<file path="src/rtl/exec_pkg.sv">
// Shared encodings for the execute stage: forward selects, ALU opcodes,
// RV32M funct3 codes and the multiply/divide sequencer states.
// Pure declarations; no logic, no latency, no flow control.
package exec_pkg;

  // Forwarding mux select; 2'b11 falls back to the register-file value.
  localparam logic [1:0] FWD_NONE = 2'b00;
  localparam logic [1:0] FWD_M2E  = 2'b01;
  localparam logic [1:0] FWD_W2E  = 2'b10;

  // Single-cycle ALU opcodes.
  localparam logic [3:0] ALU_ADD   = 4'b0000;
  localparam logic [3:0] ALU_SUB   = 4'b0001;
  localparam logic [3:0] ALU_AND   = 4'b0010;
  localparam logic [3:0] ALU_OR    = 4'b0011;
  localparam logic [3:0] ALU_XOR   = 4'b0100;
  localparam logic [3:0] ALU_SLL   = 4'b0101;
  localparam logic [3:0] ALU_SRL   = 4'b0110;
  localparam logic [3:0] ALU_SRA   = 4'b0111;
  localparam logic [3:0] ALU_SLT   = 4'b1000;
  localparam logic [3:0] ALU_SLTU  = 4'b1001;
  localparam logic [3:0] ALU_PASSB = 4'b1010;

  // RV32M funct3.
  localparam logic [2:0] MD_MUL    = 3'b000;
  localparam logic [2:0] MD_MULH   = 3'b001;
  localparam logic [2:0] MD_MULHSU = 3'b010;
  localparam logic [2:0] MD_MULHU  = 3'b011;
  localparam logic [2:0] MD_DIV    = 3'b100;
  localparam logic [2:0] MD_DIVU   = 3'b101;
  localparam logic [2:0] MD_REM    = 3'b110;
  localparam logic [2:0] MD_REMU   = 3'b111;

  typedef enum logic [1:0] {
    ST_IDLE = 2'd0,
    ST_BUSY = 2'd1,
    ST_DONE = 2'd2
  } md_state_t;

endpackage

</file>
<file path="src/rtl/alu.sv">
// Single-cycle integer ALU used by the execute stage.
// Latency: combinational.
// Backpressure: none; output follows inputs every cycle.
module alu
  import exec_pkg::*;
#(
  parameter int XLEN = 32
) (
  input  logic [XLEN-1:0] i_a,
  input  logic [XLEN-1:0] i_b,
  input  logic [3:0]      i_ctrl,
  output logic [XLEN-1:0] o_result
);
  localparam int SW = $clog2(XLEN);

  logic [SW-1:0] w_shamt;
  assign w_shamt = i_b[SW-1:0];

  // Opcode decode into the result.
  always_comb begin
    o_result = '0;
    case (i_ctrl)
      ALU_ADD:   o_result = i_a + i_b;
      ALU_SUB:   o_result = i_a - i_b;
      ALU_AND:   o_result = i_a & i_b;
      ALU_OR:    o_result = i_a | i_b;
      ALU_XOR:   o_result = i_a ^ i_b;
      ALU_SLL:   o_result = i_a << w_shamt;
      ALU_SRL:   o_result = i_a >> w_shamt;
      ALU_SRA:   o_result = $signed(i_a) >>> w_shamt;
      ALU_SLT:   o_result = {{(XLEN-1){1'b0}}, $signed(i_a) < $signed(i_b)};
      ALU_SLTU:  o_result = {{(XLEN-1){1'b0}}, i_a < i_b};
      ALU_PASSB: o_result = i_b;
      default:   o_result = '0;
    endcase
  end
endmodule

</file>
<file path="src/rtl/md_iter_unit.sv">
// Iterative radix-2 RV32M unit: shift-add multiply, restoring divide.
// Latency: start cycle + XLEN busy cycles, result registered for one done cycle.
// Backpressure: none; caller holds the stage via o_busy, i_flush aborts to idle.
module md_iter_unit
  import exec_pkg::*;
#(
  parameter int XLEN = 32
) (
  input  logic            i_clk,
  input  logic            i_rst,
  input  logic            i_start,
  input  logic            i_flush,
  input  logic [2:0]      i_op,
  input  logic [XLEN-1:0] i_rs1,
  input  logic [XLEN-1:0] i_rs2,
  output logic            o_idle,
  output logic            o_busy,
  output logic            o_done,
  output logic [XLEN-1:0] o_result
);
  localparam int CW = $clog2(XLEN);

  md_state_t       r_state, w_state_nx;
  logic [CW-1:0]   r_cnt;
  logic [2:0]      r_op;
  logic            r_neg_a, r_neg_b, r_div0;
  logic [XLEN-1:0] r_b, r_hi, r_lo, r_result;

  logic            w_a_signed, w_b_signed, w_neg_a, w_neg_b, w_last, w_ge;
  logic [XLEN-1:0] w_mag_a, w_mag_b, w_diff, w_hi_nx, w_lo_nx, w_final;
  logic [XLEN:0]   w_add, w_rem_cand;
  logic [2*XLEN-1:0] w_prod, w_prod_s;

  // Operand signedness decides whether magnitudes are taken at start.
  assign w_a_signed = (i_op == MD_MULH) | (i_op == MD_MULHSU) | (i_op == MD_DIV) | (i_op == MD_REM);
  assign w_b_signed = (i_op == MD_MULH) | (i_op == MD_DIV) | (i_op == MD_REM);
  assign w_neg_a    = w_a_signed & i_rs1[XLEN-1];
  assign w_neg_b    = w_b_signed & i_rs2[XLEN-1];
  assign w_mag_a    = w_neg_a ? -i_rs1 : i_rs1;
  assign w_mag_b    = w_neg_b ? -i_rs2 : i_rs2;

  // Multiply: {hi,lo} holds partial product over the multiplier in lo.
  assign w_add      = {1'b0, r_hi} + {1'b0, r_b & {XLEN{r_lo[0]}}};
  // Divide: hi is the partial remainder, lo shifts dividend out / quotient in.
  assign w_rem_cand = {r_hi, r_lo[XLEN-1]};
  assign w_ge       = w_rem_cand >= {1'b0, r_b};
  assign w_diff     = w_rem_cand[XLEN-1:0] - r_b;
  assign w_last     = (r_cnt == CW'(XLEN-1));

  // One radix-2 step of whichever operation is latched.
  always_comb begin
    w_hi_nx = r_hi;
    w_lo_nx = r_lo;
    if (r_op[2]) begin
      w_hi_nx = w_ge ? w_diff : w_rem_cand[XLEN-1:0];
      w_lo_nx = {r_lo[XLEN-2:0], w_ge};
    end else begin
      w_hi_nx = w_add[XLEN:1];
      w_lo_nx = {w_add[0], r_lo[XLEN-1:1]};
    end
  end

  // Sign fix-up and divide special cases, applied to the final step's values.
  // MIN / -1 needs no special case: the unsigned quotient 2^(XLEN-1) negates to itself.
  assign w_prod   = {w_hi_nx, w_lo_nx};
  assign w_prod_s = (r_neg_a ^ r_neg_b) ? -w_prod : w_prod;

  // Select the architectural result for the latched op.
  always_comb begin
    w_final = w_prod_s[XLEN-1:0];
    case (r_op)
      MD_MUL:                       w_final = w_prod_s[XLEN-1:0];
      MD_MULH, MD_MULHSU, MD_MULHU: w_final = w_prod_s[2*XLEN-1:XLEN];
      MD_DIV, MD_DIVU:              w_final = r_div0 ? '1 : ((r_neg_a ^ r_neg_b) ? -w_lo_nx : w_lo_nx);
      default:                      w_final = r_neg_a ? -w_hi_nx : w_hi_nx;
    endcase
  end

  // FSM state register.
  always_ff @(posedge i_clk) begin
    if (i_rst) r_state <= ST_IDLE;
    else       r_state <= w_state_nx;
  end

  // Next-state and status outputs; flush always returns to idle.
  always_comb begin
    w_state_nx = r_state;
    o_idle     = 1'b0;
    o_busy     = 1'b0;
    o_done     = 1'b0;
    case (r_state)
      ST_IDLE: begin
        o_idle = 1'b1;
        if (i_start) w_state_nx = ST_BUSY;
      end
      ST_BUSY: begin
        o_busy = 1'b1;
        if (w_last) w_state_nx = ST_DONE;
      end
      ST_DONE: begin
        o_done     = 1'b1;
        w_state_nx = ST_IDLE;
      end
      default: w_state_nx = ST_IDLE;
    endcase
    if (i_flush) w_state_nx = ST_IDLE;
  end

  // Operand latch at start, iteration while busy, result capture on the last step.
  always_ff @(posedge i_clk) begin
    if (i_rst) begin
      r_op     <= '0;
      r_neg_a  <= 1'b0;
      r_neg_b  <= 1'b0;
      r_div0   <= 1'b0;
      r_b      <= '0;
      r_hi     <= '0;
      r_lo     <= '0;
      r_cnt    <= '0;
      r_result <= '0;
    end else if (i_start && !i_flush && r_state == ST_IDLE) begin
      r_op    <= i_op;
      r_neg_a <= w_neg_a;
      r_neg_b <= w_neg_b;
      r_div0  <= (i_rs2 == '0);
      r_b     <= w_mag_b;
      r_hi    <= '0;
      r_lo    <= w_mag_a;
      r_cnt   <= '0;
    end else if (r_state == ST_BUSY && !i_flush) begin
      r_hi  <= w_hi_nx;
      r_lo  <= w_lo_nx;
      r_cnt <= r_cnt + 1'b1;
      if (w_last) r_result <= w_final;
    end
  end

  assign o_result = r_result;
endmodule

</file>
<file path="src/rtl/execute_stage_md.sv">
// Execute stage: operand forwarding, src muxing, single-cycle ALU and an iterative RV32M path.
// Latency: ALU ops combinational; M ops stall XLEN+1 cycles, result in the following done cycle.
// Backpressure: stall_E holds upstream stages while the M unit iterates; flush_E kills in any state.
module execute_stage_md
  import exec_pkg::*;
#(
  parameter int XLEN  = 32,
  parameter int MD_EN = 1
) (
  input  logic            clk,
  input  logic            rst,
  input  logic            valid_E,
  input  logic            flush_E,
  input  logic [XLEN-1:0] rdata1_E,
  input  logic [XLEN-1:0] rdata2_E,
  input  logic [XLEN-1:0] imm_E,
  input  logic [XLEN-1:0] PC_E,
  input  logic [XLEN-1:0] ALU_result_M,
  input  logic [XLEN-1:0] WB_data,
  input  logic [1:0]      forward_A_E,
  input  logic [1:0]      forward_B_E,
  input  logic [3:0]      ALU_ctrl_E,
  input  logic            ALU_src1_E,
  input  logic            ALU_src2_E,
  input  logic            md_en_E,
  input  logic [2:0]      md_op_E,
  output logic [XLEN-1:0] result_E,
  output logic [XLEN-1:0] write_data_E,
  output logic            stall_E,
  output logic            done_E
);
  localparam logic L_MD_EN = (MD_EN != 0);

  logic [XLEN-1:0] w_rs1_fwd, w_rs2_fwd, w_src1, w_src2, w_alu_res, w_md_res;
  logic            w_md_idle, w_md_busy, w_md_done, w_md_start;

  // Pick the freshest rs1/rs2 from the M and W forward paths.
  always_comb begin
    w_rs1_fwd = rdata1_E;
    w_rs2_fwd = rdata2_E;
    case (forward_A_E)
      FWD_M2E: w_rs1_fwd = ALU_result_M;
      FWD_W2E: w_rs1_fwd = WB_data;
      default: w_rs1_fwd = rdata1_E;
    endcase
    case (forward_B_E)
      FWD_M2E: w_rs2_fwd = ALU_result_M;
      FWD_W2E: w_rs2_fwd = WB_data;
      default: w_rs2_fwd = rdata2_E;
    endcase
  end

  assign w_src1 = ALU_src1_E ? PC_E  : w_rs1_fwd;
  assign w_src2 = ALU_src2_E ? imm_E : w_rs2_fwd;

  alu #(.XLEN(XLEN)) u_alu (
    .i_a      (w_src1),
    .i_b      (w_src2),
    .i_ctrl   (ALU_ctrl_E),
    .o_result (w_alu_res)
  );

  // The M unit sees forwarded registers, not src-muxed values: PC/imm never feed RV32M.
  assign w_md_start = L_MD_EN & valid_E & md_en_E & ~flush_E & w_md_idle;

  md_iter_unit #(.XLEN(XLEN)) u_md (
    .i_clk    (clk),
    .i_rst    (rst),
    .i_start  (w_md_start),
    .i_flush  (flush_E),
    .i_op     (md_op_E),
    .i_rs1    (w_rs1_fwd),
    .i_rs2    (w_rs2_fwd),
    .o_idle   (w_md_idle),
    .o_busy   (w_md_busy),
    .o_done   (w_md_done),
    .o_result (w_md_res)
  );

  // Stall covers the start cycle plus every busy cycle; a flush releases it immediately.
  assign stall_E      = L_MD_EN & ~flush_E & (w_md_start | w_md_busy);
  assign done_E       = L_MD_EN & ~flush_E & w_md_done;
  assign result_E     = done_E ? w_md_res : w_alu_res;
  assign write_data_E = w_rs2_fwd;
endmodule

</file>
<file path="config.mk">
export PLATFORM = sky130hd
export DESIGN_NAME = execute_stage_md
export DESIGN_NICKNAME = d
export VERILOG_FILES = /design/src/rtl/exec_pkg.sv /design/src/rtl/alu.sv /design/src/rtl/md_iter_unit.sv /design/src/rtl/execute_stage_md.sv
export SDC_FILE = /design/constraint.sdc
export NUM_CORES = 1
export LEC_CHECK = 0
export ABC_AREA = 0
export CELL_PAD_IN_SITES_DETAIL_PLACEMENT = 1
export CELL_PAD_IN_SITES_GLOBAL_PLACEMENT = 1
export CORE_MARGIN = 5
export CORE_UTILIZATION = 42
export CTS_CLUSTER_DIAMETER = 100
export DETAILED_ROUTE_END_ITERATION = 10
export GPL_ROUTABILITY_DRIVEN = 0
export PLACE_DENSITY_LB_ADDON = 0.1
export SYNTH_ARGS = -nofsm -noshare
export SYNTH_HDL_FRONTEND = slang
export SYNTH_SLANG_ARGS = --single-unit
</file>
<file path="constraint.sdc">
create_clock -name clk -period 11 [get_ports clk]
set_clock_uncertainty 0.1 [all_clocks]
set_input_delay 2.2 -clock clk [delete_from_list [all_inputs] [get_ports clk]]
set_output_delay 2.2 -clock clk [all_outputs]
set_load 0.1 [all_outputs]
</file>
* Word-level counts from Yosys, hierarchy flattened
Index checks and enable logic that the tools add are counted.
** Word-level totals
- Register bits :: 141
- Input bits :: 210
- Word-level logic and storage cells :: 113
** Cells by class
- $add $sub $neg :: 10
- Order comparisons :: 3
- Equal/unequal tests :: 28
- Shifts and indexed selects :: 3
- Multiplexer cells :: 24
- Bitwise operators :: 20
- Reductions and logical operators :: 15
** Operator list (count)
- $mux W32 :: 13
- $pmux W32 S11 :: 1
- $neg A32 Y32 :: 4
- $pmux W32 S2 :: 2
- $pmux W32 S3 :: 1
- $and A32 B32 Y32 :: 2
- $lt A32 B32 Y1 :: 2
- $mux W64 :: 1
- $neg A64 Y64 :: 1
- $sub A32 B32 Y32 :: 2
- $add A32 B32 Y33 :: 1
- $ge A33 B32 Y1 :: 1
- $add A32 B32 Y32 :: 1
- $logic_not A32 Y1 :: 1
- $or A32 B32 Y32 :: 1
- $shl A32 B5 Y32 :: 1
- $shr A32 B5 Y32 :: 1
- $sshr A32 B5 Y32 :: 1
- $xor A32 B32 Y32 :: 1
- $eq A4 B3 Y1 const B :: 4
- $eq A3 B3 Y1 const B :: 4
- $eq A4 B4 Y1 const B :: 3
- $eq A3 B2 Y1 const B :: 3
- $eq A4 B2 Y1 const B :: 2
- other kinds (24) :: 49

* Longest topological paths before layout
- Depth after elaboration :: 7
- Depth in mapped cells :: 26
- Depth with buffers taken out :: 22

* By module
Synthesis repeated with hierarchy kept, for this count alone.
** Second synthesis, totals
- Cells, all modules :: 3873
- Area total of the unflattened synthesis :: 26655.6 µm²
** Modules (own cells, without submodules)
- md_iter_unit :: times used 1, cells an instance 2128, area an instance 14898.0 µm², sequential area each 2822.7 µm²
- alu :: times used 1, cells an instance 1337, area an instance 9038.7 µm², sequential area each 0.0 µm²
- execute_stage_md :: times used 1, cells an instance 408, area an instance 2718.9 µm², sequential area each 0.0 µm²

* Worst setup path before layout
OpenSTA, ideal clock, no wires.
- Kind :: input port to output port
- Start :: input forward_B_E[0]
- End :: output result_E[29]
- Data arrival time :: 9.966 ns
- Required time :: 8.700 ns
- Path slack :: -1.266 ns
- Stages :: 18
- Path buffers :: 1
- Path through :: inv_1 ha_1 clkbuf_1 o21ai_0 mux2_2 ha_1 nor2b_1 o21bai_1 and2_1 a21boi_0 a2111o_1 a2111oi_0 o21ai_0 a2111oi_0 nor3_1 nor2_1 a211oi_1 nor3_1
** On the way
- Word-level cells in the longest chain between the ends :: 6
** Ends and longest elaborated chain
- start: declaration :: line execute_stage_md.sv:21 : input logic [1:0] forward_B_E,
- $eq A2 B2 Y1 or $eq A2 B1 Y1 (tied branches) :: line execute_stage_md.sv:46 : case (forward_B_E)
- $pmux W32 S2 (*) :: line execute_stage_md.sv:46
- via write_data_E[5] :: line execute_stage_md.sv:28 : output logic [XLEN-1:0] write_data_E,
- $mux W32 (*) :: line execute_stage_md.sv:54 : assign w_src2 = ALU_src2_E ? imm_E : w_rs2_fwd;
- $sub A32 B32 Y32 or $add A32 B32 Y32 (tied branches) :: line alu.sv:24, alu.sv:23
- $pmux W32 S11 (*) :: line alu.sv:22 : case (i_ctrl)
- $mux W32 (*) :: line execute_stage_md.sv:83 : assign result_E = done_E ? w_md_res : w_alu_res;
- end: declaration :: line execute_stage_md.sv:27 : output logic [XLEN-1:0] result_E,
Mark *: on every way through the listed nets, which the timed path passes. The rest lies on a longest branch.

* Worst setup path in the final report
- Start :: input forward_A_E[0]
- End :: output result_E[4]
** On the way
- Word-level cells in the longest chain between the ends :: 6
** Ends and longest elaborated chain
- start: declaration :: line execute_stage_md.sv:20 : input logic [1:0] forward_A_E,
- $eq A2 B2 Y1 or $eq A2 B1 Y1 (tied branches) :: line execute_stage_md.sv:41 : case (forward_A_E)
- $pmux W32 S2 (*) :: line execute_stage_md.sv:41
- $mux W32 (*) :: line execute_stage_md.sv:53 : assign w_src1 = ALU_src1_E ? PC_E : w_rs1_fwd;
- $sub A32 B32 Y32, or another cell as far along :: line alu.sv:24 : ALU_SUB: o_result = i_a - i_b;
- $pmux W32 S11 (*) :: line alu.sv:22
- $mux W32 (*) :: line execute_stage_md.sv:83
Mark *: on every way between the ends. The rest lies on a longest branch, timed or not.

==> flow_summary.toml <==
[synth]
synth_cells = 3726
netlist_area_um2 = 24600
ys_types = 103
synth-simple-area-share_pct = 24.3
yosysTopAreaCell = "dfxtp_1"
ys_async_sr_fraction_pct = 0
yosysWarnings = 0
avgSynthCellArea_um2 = 6.61
synthMuxAreaShare_pct = 5.22
yosys-top-cells-area = "dfxtp_1, ha_1, a21oi_1"
synthAdderAreaFrac_pct = 9.01
synth_top_family_by_area = "compound AO/OA/AOI/OAI gates"
synth_compound_area_share_pct = 35.1
ys_ff_latch = 141
synth_top_area_share_pct = 11.5
synth_top_cells_by_count = "nor2_1, nand2_1, a21oi_1, o21ai_0, clkbuf_1"
syn-num-nets = 4111
yosysSeqAreaShare_pct = 11.5
synthFlopType = "dfxtp_1"
yosysMostFrequentCell = "nor2_1"
synthXorXnorAreaFrac_pct = 7.43
synth-edff-count = 0

[placed_design]
hpwl_mm = 108
place_ws_ns = 0.393
io_buffer_count = 275
place_area_um2 = 28300

[timing]
fin_crit_ns = 10.78
fin_ws_ns = 0.222
slew_violations = 0
slew_headroom_pct = 8.23
tightest_slew_ns = 1.37
grt_setup_unrepaired = "no"
fin_crit_sh_pct = 98.0
tns_ns = 0
setup_viol = 0
hold_violations = 0
fmax_ghz = 0.0928

[power]
power.leakage_uw = 0.0116
powerDensity_nw_per_um2 = 110
ir_drop_mv = 0.0663

[die]
num_rows = 88
die_y_um = 252
num_io_pins = 276
start_util_pct = 42.6
fp.dieArea_um2 = 63600
die_w_um = 252
core_area_um2 = 57900

[outcome]
status = "completed"

[routing]
drt_pass1_iterations = 6
routed_wl_mm = 132
routedWlPerCell_um = 28.7
drc = 0
ant_nets = 0
dr_total_vias = 30998
drt_iter0_markers = 3826
vias_per_cell = 6.72

[critical_path]
crit_fanout = 16
crit_chain = "clkdlybuf4s50_1 -> inv_1 -> ha_1 -> inv_1 -> o21ai_0 -> o21ai_1 -> a21oi_1 -> mux2i_1 -> mux2i_1 -> nor2_1 -> a31o_2 -> o311ai_0 -> a31oi_1 -> a2111oi_0 -> buf_4 -> o21ai_0 -> buf_12"
crit_required_ns = 8.70
slowest_stage = "o21ai_0"
arrival_ns = 8.48
slowest_delay_ns = 1.06
start_kind = "input port"
path_class = "input port to primary output"
end_kind = "primary output"

[flow_run]
maxCapViolations = 0

[clocking]
root_buffer = "clkbuf_16"
tritoncts = "yes"
clock_sinks = 141
cts.path.max_buffers = 2
cts_buffers = 17
htree_levels = 4
clock_latency_ns = 0.46
path_clk_slew_ns = 0.06
ctsHoldBuffers = 0

[cells_and_area]
fill_cells = 7638
drive_above_1_share_pct = 6.74
final_area_um2 = 28900
final_nets = 4216
areaGrowthSynthToFinish_pct = 17.1
utilization_pct = 49.8

[global_routing]
grt_max_degree = 111
grt_pass1_wl_mm = 194
grt_overflow = 0
track_usage_pct = 39.0
grt_pass1_vias = 30498
antenna_found_initial = 4

[hold_path]
hold_class = "register to register"
[worst max-delay path, delay by kind of cell]
| kind | cells | cell delay, ns |
|---|---|---|
| and+or+nand+nor | 1 | 0.11 |
| muxes | 2 | 0.47 |
| adders and majority gates | 1 | 0.59 |
| buffers and inverters | 5 | 1.36 |
| AOI/OAI and AO/OA | 8 | 3.73 |
[kinds of logic (layout without fill, tap and decap cells)]
| family | after synthesis | count (layout) |
|---|---|---|
| AND/OR/NAND/NOR | 1295 | 1295 |
| flip-flops | 141 | 141 |
| multiplexers | 125 | 125 |
| buffers and inverters | 475 | 593 |
| adder cells (fa/ha/maj) | 175 | 175 |
| other | 0 | 2 |
| AO/OA/AOI/OAI | 1306 | 1306 |
| XOR/XNOR | 209 | 209 |
[final cells by class]
class                           count  area [um^2]  share of cell area, %
Multi-Input combinational cell   3110        20000                   69.5
Tap cell                          765          957                   3.32
Sequential cell                   141         2830                   9.80
Clock buffer                       18          439                   1.52
Clock inverter                     14          145                  0.503
Timing Repair Buffer              363         3690                   12.8
Inverter                          198          743                   2.58
Antenna cell                        2         5.00                 0.0173
[through the flow]
stage / std cells / power, uW / hold slack [ns]
6_report: 4611 / 3170 / 0.362
5_1_grt: 4609 / 3270 / 0.384
4_1_cts: 4609 / 3110 / 0.363
3_5_place_dp: 4577 / 2510 / 0.349
3_3_place_gp: 4577 / 2460 / 0.348
2_1_floorplan: 3726 / 1810 / 0.323
[routing by layer]
layer	share of wire, %	track usage [%]	vias to the layer above
li1	-	-	13749
met1	39	48.8	15140
met3	8.7	7.52	380
met4	7.1	22.5	2
met5	0.0083	0	-
met2	45	62.5	1727
[report_power, final]
part           switching, uW  leakage (uW)  total, uW  internal, uW
Clock                    271      0.000279        596           325
Sequential              23.2       0.00114        548           525
Combinational           1390        0.0102       2030           639
[repair_timing]
item / 4_1_cts / 5_1_grt
resized for setup: 0 / 2
endpoints found under the setup margin: 0 / 2
buffers inserted: 0 / 0
[layout by cell type, fill, tap and decap left out, drive strengths merged, types with 23 or more instances in the layout]
master,n
ha,171
a221oi,76
o21ai,292
nand3,89
a21oi,332
inv,205
o211ai,35
dfxtp,141
nand2,409
nor2b,38
o31ai,43
a22oi,47
a31oi,51
o221ai,34
and2,50
xor2,80
buf,123
xnor2,129
or3,23
nand4,31
a211oi,130
o21a,28
clkdlybuf4s50,240
or2,31
and3,30
nor3,92
a21o,57
mux2i,108
nor2,420
[registers in the layout (all words and copies together), names as in the netlist]
name,cells
u_md.o_result,32
u_md.r_b,32
u_md.r_cnt,5
u_md.r_div0,1
u_md.r_hi,32
u_md.r_lo,32
u_md.r_neg_a,1
u_md.r_neg_b,1
u_md.r_op,3
u_md.r_state,2
[worst paths after layout]
kind                                  start                        endpoint  slack [ns]  cells after the start
max                          forward_A_E[0]                     result_E[4]        0.22                     17
min          u_md.o_result[12]$_SDFFE_PP0P_  u_md.o_result[12]$_SDFFE_PP0P_        0.36                      1
max reg2reg       u_md.r_b[29]$_SDFFE_PP0P_  u_md.o_result[30]$_SDFFE_PP0P_        4.44                     21
min reg2reg  u_md.o_result[12]$_SDFFE_PP0P_  u_md.o_result[12]$_SDFFE_PP0P_        0.36                      1
Power figures use the tool's default switching activity.
